<file path="src/rtl/pipe_stage_reg.sv">
// Parametrised pipeline stage register: payload + valid with stall, flush and sync reset.
// Optional stall performance counters are compiled in with PIPE_STAGE_PERF_EN.
module pipe_stage_reg #(
   parameter int               WIDTH      = 32,
   parameter logic [WIDTH-1:0] RESET_VAL  = '0,
   parameter logic [WIDTH-1:0] BUBBLE_VAL = '0,
   parameter int               CNT_WIDTH  = 16
) (
   input  logic                 clk,
   input  logic                 reset,
   input  logic [WIDTH-1:0]     in_data,
   input  logic                 in_valid,
   input  logic                 stall,
   input  logic                 flush,
   output logic [WIDTH-1:0]     out_data,
   output logic                 out_valid,
   output logic [CNT_WIDTH-1:0] stall_cycles,
   output logic [CNT_WIDTH-1:0] stall_run,
   output logic [CNT_WIDTH-1:0] max_stall_run
);

   // NOTE: sequential state uses non-blocking assignments so every flop samples pre-edge values.
   always_ff @(posedge clk) begin
      if (reset) begin
         out_data  <= RESET_VAL;
         out_valid <= 1'b0;
      end else if (flush) begin
         out_data  <= BUBBLE_VAL;
         out_valid <= 1'b0;
      end else if (!stall) begin
         out_data  <= in_data;
         out_valid <= in_valid;
      end
   end

`ifdef PIPE_STAGE_PERF_EN
   localparam logic [CNT_WIDTH-1:0] CNT_MAX = '1;

   logic                 stalled;
   logic [CNT_WIDTH-1:0] cycles_q;
   logic [CNT_WIDTH-1:0] run_q;
   logic [CNT_WIDTH-1:0] max_q;
   logic [CNT_WIDTH-1:0] run_next;

   // A flush overrides a stall, so that cycle is not counted and ends the run.
   assign stalled = stall && !flush;

   // NOTE: every variable written here gets a default first so no latch can be inferred.
   always_comb begin
      run_next = '0;
      if (stalled)
         run_next = (run_q == CNT_MAX) ? run_q : run_q + 1'b1;
   end

   always_ff @(posedge clk) begin
      if (reset) begin
         cycles_q <= '0;
         run_q    <= '0;
         max_q    <= '0;
      end else begin
         if (stalled && cycles_q != CNT_MAX)
            cycles_q <= cycles_q + 1'b1;
         run_q <= run_next;
         // Compare against the next run length so an in-progress run is reflected.
         if (run_next > max_q)
            max_q <= run_next;
      end
   end

   assign stall_cycles  = cycles_q;
   assign stall_run     = run_q;
   assign max_stall_run = max_q;
`else
   assign stall_cycles  = '0;
   assign stall_run     = '0;
   assign max_stall_run = '0;
`endif

endmodule

</file>
<file path="config.mk">
export PLATFORM = sky130hd
export DESIGN_NAME = pipe_stage_reg
export DESIGN_NICKNAME = d
export VERILOG_FILES = /design/src/rtl/pipe_stage_reg.sv
export SDC_FILE = /design/constraint.sdc
export NUM_CORES = 1
export LEC_CHECK = 0
export ABC_AREA = 1
export ABC_CLOCK_PERIOD_IN_PS = 800
export CORE_MARGIN = 8
export CORE_UTILIZATION = 37
export CTS_BUF_LIST = sky130_fd_sc_hd__clkbuf_8
export DETAILED_ROUTE_END_ITERATION = 8
export PLACE_DENSITY = 0.84
export SLEW_MARGIN = 20
export SYNTH_ARGS = -nofsm -noshare
export SYNTH_HDL_FRONTEND = slang
export SYNTH_SLANG_ARGS = --single-unit
</file>
<file path="constraint.sdc">
create_clock -name clk -period 0.8 [get_ports clk]
set_input_delay 0.12 -clock clk [delete_from_list [all_inputs] [get_ports clk]]
set_output_delay 0.12 -clock clk [all_outputs]
set_load 0.01 [all_outputs]
</file>
==> key figures, run 1 <==
Power and ir drop
  – Internal power: 2.76 mW
  – Switching Share: 0.273
  – Pwr Total: 3.80 mW
  – Max VDD drop: ~970 uV
  – Sequential Power Share: 0.468
  – Static leakage: ~1.3 nW
  – Portion of total power attributed to the clock network: 0.312
  – Combinational share of power: 0.220
  – Cell Pwr Density: between 1000 and 1500 mW/mm^2
  – Sw Pwr: 1.04 mW

STA
  – WHS: about 0.32 ns
  – Period utilization: 1.07
  – Unrepaired setup endpoints after global routing: true
  – Max frequency: ~1.2 GHz
  – Final Max Tran Viols: 0
  – Final WS setup: -0.0552 ns
  – Final setup fails: 33
  – Final hold vios: 0
  – Setup_tns: -1.22 ns
  – Post-layout min period: 0.855 ns
  – Clock skew: 0 ns

Worst setup path
  – CP max stage delay: roughly 0.35 ns
  – Slowest-stage cell, CP: dfxtp_2
  – Critical path fanouts, max: 2
  – Setup crit start kind: register
  – WP data arrival: between 0.7 and 0.8 ns
  – Critical path buffers and inverters: 1
  – Worst setup EP type: primary output
  – Reg2reg end: out_data[23]
  – R2R depth: 5
  – Worst endpoint required time: around 0.68 ns
  – Reg2Reg Launch Point: out_data[23]
  – Delay-heaviest family, CP: flip-flops
  – Setup CP Type: register to primary output
  – Flop-to-flop setup slack: around 0.080 ns
  – Cells along the critical path: buf_6

Synth
  – Complex-gate fraction of the synthesized area: 0
  – Post-synthesis adder-cell area fraction: 0
  – Synth Area in Simple Gates: 0.291
  – Synth top cells by count: 66 x nand2_1, 66 x nor2_1, 52 x buf_4, 33 x dfxtp_1, 33 x inv_1
  – Sequential area share after synthesis: 0.380
  – Synth top area share: 0.380
  – Synth async-reset ratio: 0
  – Dominant synthesized flop cell: dfxtp_1
  – Syn Area/Cell: between 6 and 7 sq um
  – Largest family of logic cells by synthesized area: buffers and inverters
  – Area leader, netlist: dfxtp_1
  – Post-synthesis mux area share: 0
  – Synth warn: 0
  – Post-synth design cell area: about 0.0017 sq mm
  – Netlist cell types: 9
  – Post-synth EDFFs: 0
  – Post-synthesis xor/xnor area fraction: 0
  – Post-synthesis register bit count: 33
  – Top post-synthesis cells by area: dfxtp_1 38%, buf_4 22%, nand2_1 14%, nor2_1 14%, inv_1 7.1%
  – Post-Syn Instances: between 200 and 300

Clock network
  – Clock buffer depth: 2
  – Root Buffer: clkbuf_8
  – CTS tree: yes
  – CTS sink cnt: 33
  – CTS Buf Count: 5
  – H-tree lvl count: 2
  – CTS Hold Buffers Added: 0
  – Clock Latency Late Sink: roughly 0.28 ns
  – Clk slew on worst S/H paths: around 0.070 ns

Run status
  – Failing checks: negative setup slack
  – Status: complete, but fails checks

Placed design
  – Placement Cell Area: about 0.0023 sq mm
  – Post-DP HPWL: 3280 microns
  – GPL Wtd Cong: approximately 0.65
  – IO buf count: 69
  – Setup WS pre-CTS: -0.365 ns

Cells and area
  – Cell area after layout: approximately 0.0026 sq mm
  – N_diodes: 0
  – Area Growth Syn to Fin: 48.8%
  – Nets@finish: ~370
  – Fill cells: 448
  – Layout cell share with drive strength beyond 1: 0.267

Detailed routing
  – Routed wire length: about 4400 microns
  – Post-route ant nets: 0
  – DRT iter0 DRCs: 29
  – Via/cell ratio: between 3 and 4
  – WL/cell: approximately 11 microns
  – Drt first pass iters: 4
  – Residual DRC count: 0
  – DR vias: between 1500 and 2000

Floorplanning
  – Initial Util: 0.376
  – Num rows: 25
  – Die width: between 80 and 90 microns
  – IO Count: 118
  – Core Region: around 0.0046 sq mm
  – Die Height: 84.6 microns
  – Die ar.: 0.00715 sq mm

Min path
  – Worst hold start: stall
  – Hold Path Cell Cnt: 4
  – Hold Path Class: input pin to register
  – Worst Hold End: out_valid

Global routing
  – First-pass GRT wire length: between 6000 and 7000 microns
  – Aggregate global routing overflow: 0
  – Antenna violations before repair: 0
  – Largest net degree at the start of global routing: 37
  – Vias in the first global route: ~1500
  – Total Routing Usage GR: 0.119

Run
  – Max Cap Violations: 0
## worst max path at each step
stage / from / to / slack (ns) / cells past startpoint
after global routing: out_data[1] / out_data[1] / -0.1 / 1
final: out_data[1] / out_data[1] / -0.06 / 1
after CTS: out_data[1] / out_data[1] / -0.06 / 1
after global placement: flush / out_data[20] / -0.30 / 5
after floorplan: stall / out_data[0] / 0.16 / 4
after detailed placement: flush / out_data[7] / -0.36 / 5
## layout make-up
type                            count  area [sq um]  share of cell area
Clock buffer                        5          68.8              0.0266
Clock inverter                      3          13.8             0.00531
Inverter                           33           124              0.0478
Multi-Input combinational cell    181           689               0.266
Sequential cell                    33           702               0.271
Tap cell                           54          67.6              0.0261
Timing Repair Buffer               82           925               0.357
## flip-flops by register name, indices dropped and copies added, names as in the netlist
name	cells
out_data	32
out_valid	1
## stage by stage
stage	instances	util
2_1_floorplan	305	-
3_3_place_gp	374	0.498
3_5_place_dp	374	0.498
4_1_cts	387	0.554
5_1_grt	391	0.559
6_report	391	0.559
## kinds of logic after synthesis
kind of cell / after synthesis
flip-flops: 33
other: 1
buffers and inverters: 91
AND/OR/NAND/NOR: 133
## repair_timing
item,in CTS,in global routing
pin swaps,2,3
gates resized for setup,202,2
cloned,2,0
setup endpoints to repair,66,35
setup buffers,3,4
## cells in the final DEF, fill, tap and decap left out, drive strengths merged
cell type,instances
dlygate4sd2,2
clkinv,2
clkdlybuf4s50,33
clkbuf,5
inv,34
dfxtp,33
nor2,67
nand2,66
conb,48
buf,47
## routing by layer
layer	track usage	routed length, microns
met2	0.246	2440
met4	0.0340	41
met1	0.0918	1480
met5	0	0
met3	0.0605	441
## power groups by stage
stage | Combinational (mW) | Clock (mW) | Sequential (mW)
2_1_floorplan | 0.518 | 0 | 1.82
3_3_place_gp | 0.739 | 0 | 1.78
3_5_place_dp | 0.750 | 0 | 1.79
4_1_cts | 0.824 | 1.23 | 1.78
5_1_grt | 0.919 | 1.33 | 1.79
6_report | 0.834 | 1.19 | 1.78
No activity file was read; power rests on OpenSTA's default activity.
==> inputs of run 2 (changes only) <==
- SETUP_SLACK_MARGIN: unset -> 0.05
==> run 2 against run 1 <==
Compared with the run above:
- the flow still finishes with violations (negative setup slack)
- global-route usage is 0.081 points higher
- clock power hardly changed
- first-iteration DRC count is 3.4% lower
- clock skew did not move
- critical path depth stayed put
- core utilization is 0.41 points higher
==> key figures, run 2 (same netlist as run 1, synthesis figures left out) <==
Run status
  – Status: complete, but fails checks
  – Failing checks: negative setup slack

Detailed routing
  – Metal2 WL: between 2000 and 2500 microns
  – Via/cell ratio: approximately 4
  – M1 wire length: around 1500 microns
  – DRT iter0 DRCs: 28
  – Drt first pass iters: 4
  – Met3 wire length: 441 microns
  – Top Metal Used: met4
  – Routed wire length: roughly 4400 microns
  – WL/cell: approximately 11 microns
  – Residual DRC count: 0
  – Post-route ant nets: 0
  – DR vias: 1523

Power and ir drop
  – Portion of total power attributed to the clock network: 0.310
  – Max VDD drop: around 970 uV
  – Switching Share: 0.272
  – Pwr Total: 3.80 mW
  – Static leakage: between 1 and 1.5 nW
  – Cell Pwr Density: between 1000 and 1500 mW/mm^2
  – Internal power: ~2.8 mW
  – Sequential Power Share: 0.467
  – Sw Pwr: a little over 1 mW
  – Combinational share of power: 0.222

Clock network
  – CTS tree: yes
  – CTS Buf Count: 5
  – CTS sink cnt: 33
  – Clock Latency Late Sink: ~0.28 ns
  – Root Buffer: clkbuf_8
  – Clock buffer depth: 2
  – H-tree lvl count: 2
  – Clk slew on worst S/H paths: around 0.07 ns

Run
  – Max Cap Violations: 0

Floorplanning
  – Core Region: approximately 0.0046 sq mm
  – Die width: around 85 microns
  – IO Count: around 120
  – Num rows: 25
  – Die ar.: around 0.0072 sq mm
  – Initial Util: 0.376
  – Die Height: between 80 and 90 microns

Worst setup path
  – Slowest-stage cell, CP: dfxtp_2
  – Critical path buffers and inverters: 1
  – CP startpoint: out_data[1]
  – Worst endpoint required time: about 0.68 ns
  – Cells along the critical path: buf_6
  – Setup CP Type: register to primary output
  – Worst setup EP type: primary output
  – Critical path fanouts, max: 2
  – WP data arrival: roughly 0.74 ns
  – Setup crit start kind: register
  – Delay-heaviest family, CP: flip-flops
  – Reg2Reg Launch Point: out_data[23]
  – CP max stage delay: roughly 0.35 ns

STA
  – Final Max Tran Viols: 0
  – WHS: around 0.32 ns
  – Final hold vios: 0
  – Period utilization: 1.07
  – Max frequency: 1.17 GHz
  – Post-layout min period: 0.855 ns
  – Final WS setup: -0.0554 ns
  – Clock skew: 0 ns
  – Unrepaired setup endpoints after global routing: true
  – Final setup fails: 33

Global routing
  – Antenna violations before repair: 0
  – First-pass GRT wire length: between 6000 and 7000 microns
  – Vias in the first global route: between 1000 and 1500
  – Aggregate global routing overflow: 0
  – Total Routing Usage GR: 0.120
  – Largest net degree at the start of global routing: 37

Placed design
  – IO buf count: 69
  – Post-Place Cells: 374
  – Setup WS pre-CTS: -0.365 ns
  – Post-DP HPWL: roughly 3300 microns
  – Placement Cell Area: 0.00230 sq mm
  – GPL Wtd Cong: approximately 0.65

Min path
  – Hold Path Class: input pin to register
  – Worst hold start: stall

Cells and area
  – Most common cell after layout, fill and taps aside: nor2_1
  – Top reg by flops: out_data
  – N_diodes: 0
  – Max reg flops: 32
  – Nets@finish: ~370
  – Area Growth Syn to Fin: 49.9%
  – Cell area after layout: ~0.0026 sq mm
  – Layout cell share with drive strength beyond 1: 0.281
  – Largest regs: out_data: 32 flops, out_valid: 1 flops
  – Layout Cells excl Fill: roughly 400
  – Most frequent cells in the layout: 65 x nor2_1, 64 x nand2_1, 48 x conb_1
[run 2: final cells by class]
| class | instances | area [sq um] |
|---|---|---|
| fillers | 448 | 2020 |
| inverters | 33 | 124 |
| repair buffers | 83 | 938 |
| multi-input cells | 181 | 694 |
| clock buffers | 5 | 68.8 |
| clock inverters | 3 | 13.8 |
| well taps | 54 | 67.6 |
| flip-flops and latches | 33 | 702 |
[run 2: stage by stage]
step / TNS, ns / utilization
after floorplan: 0 / -
after global placement: -15.07 / 0.498
after detailed placement: -16.75 / 0.498
after CTS: -1.62 / 0.554
after global routing: -2.34 / 0.564
final: -1.22 / 0.564
[run 2: metal layers]
metal | vias up | global-route usage
li1 | 792 | -
met1 | 664 | 0.0918
met2 | 61 | 0.248
met3 | 6 | 0.0605
met4 | 0 | 0.0340
met5 | - | 0
[run 2: worst paths after layout]
check	to	slack (ns)	depth (start not counted)
worst max-delay path	out_data[1]	-0.06	1
worst min-delay path	out_valid	0.32	4
worst max register to register	out_data[23]	0.08	5
worst min register to register	out_data[14]	0.51	4
[run 2: worst min-delay path: cells and delay by family]
kind / cells / cell delay, ns
buffers and inverters: 2 / 0.29
and+or+nand+nor: 2 / 0.15
[run 2: timing repair]
action	CTS	global route
gates cloned	2	0
setup endpoints to repair	66	41
buffers inserted	3	5
hold buffers	0	0
gates resized for setup	203	8
pin swaps	2	6
[run 2: power by group through the flow]
stage          Combinational, mW  Clock (mW)  Sequential (mW)
4_1_cts                    0.825        1.23             1.78
5_1_grt                    0.930        1.33             1.79
6_report                   0.845        1.18             1.78
3_5_place_dp               0.750           0             1.79
2_1_floorplan              0.518           0             1.82
3_3_place_gp               0.739           0             1.78
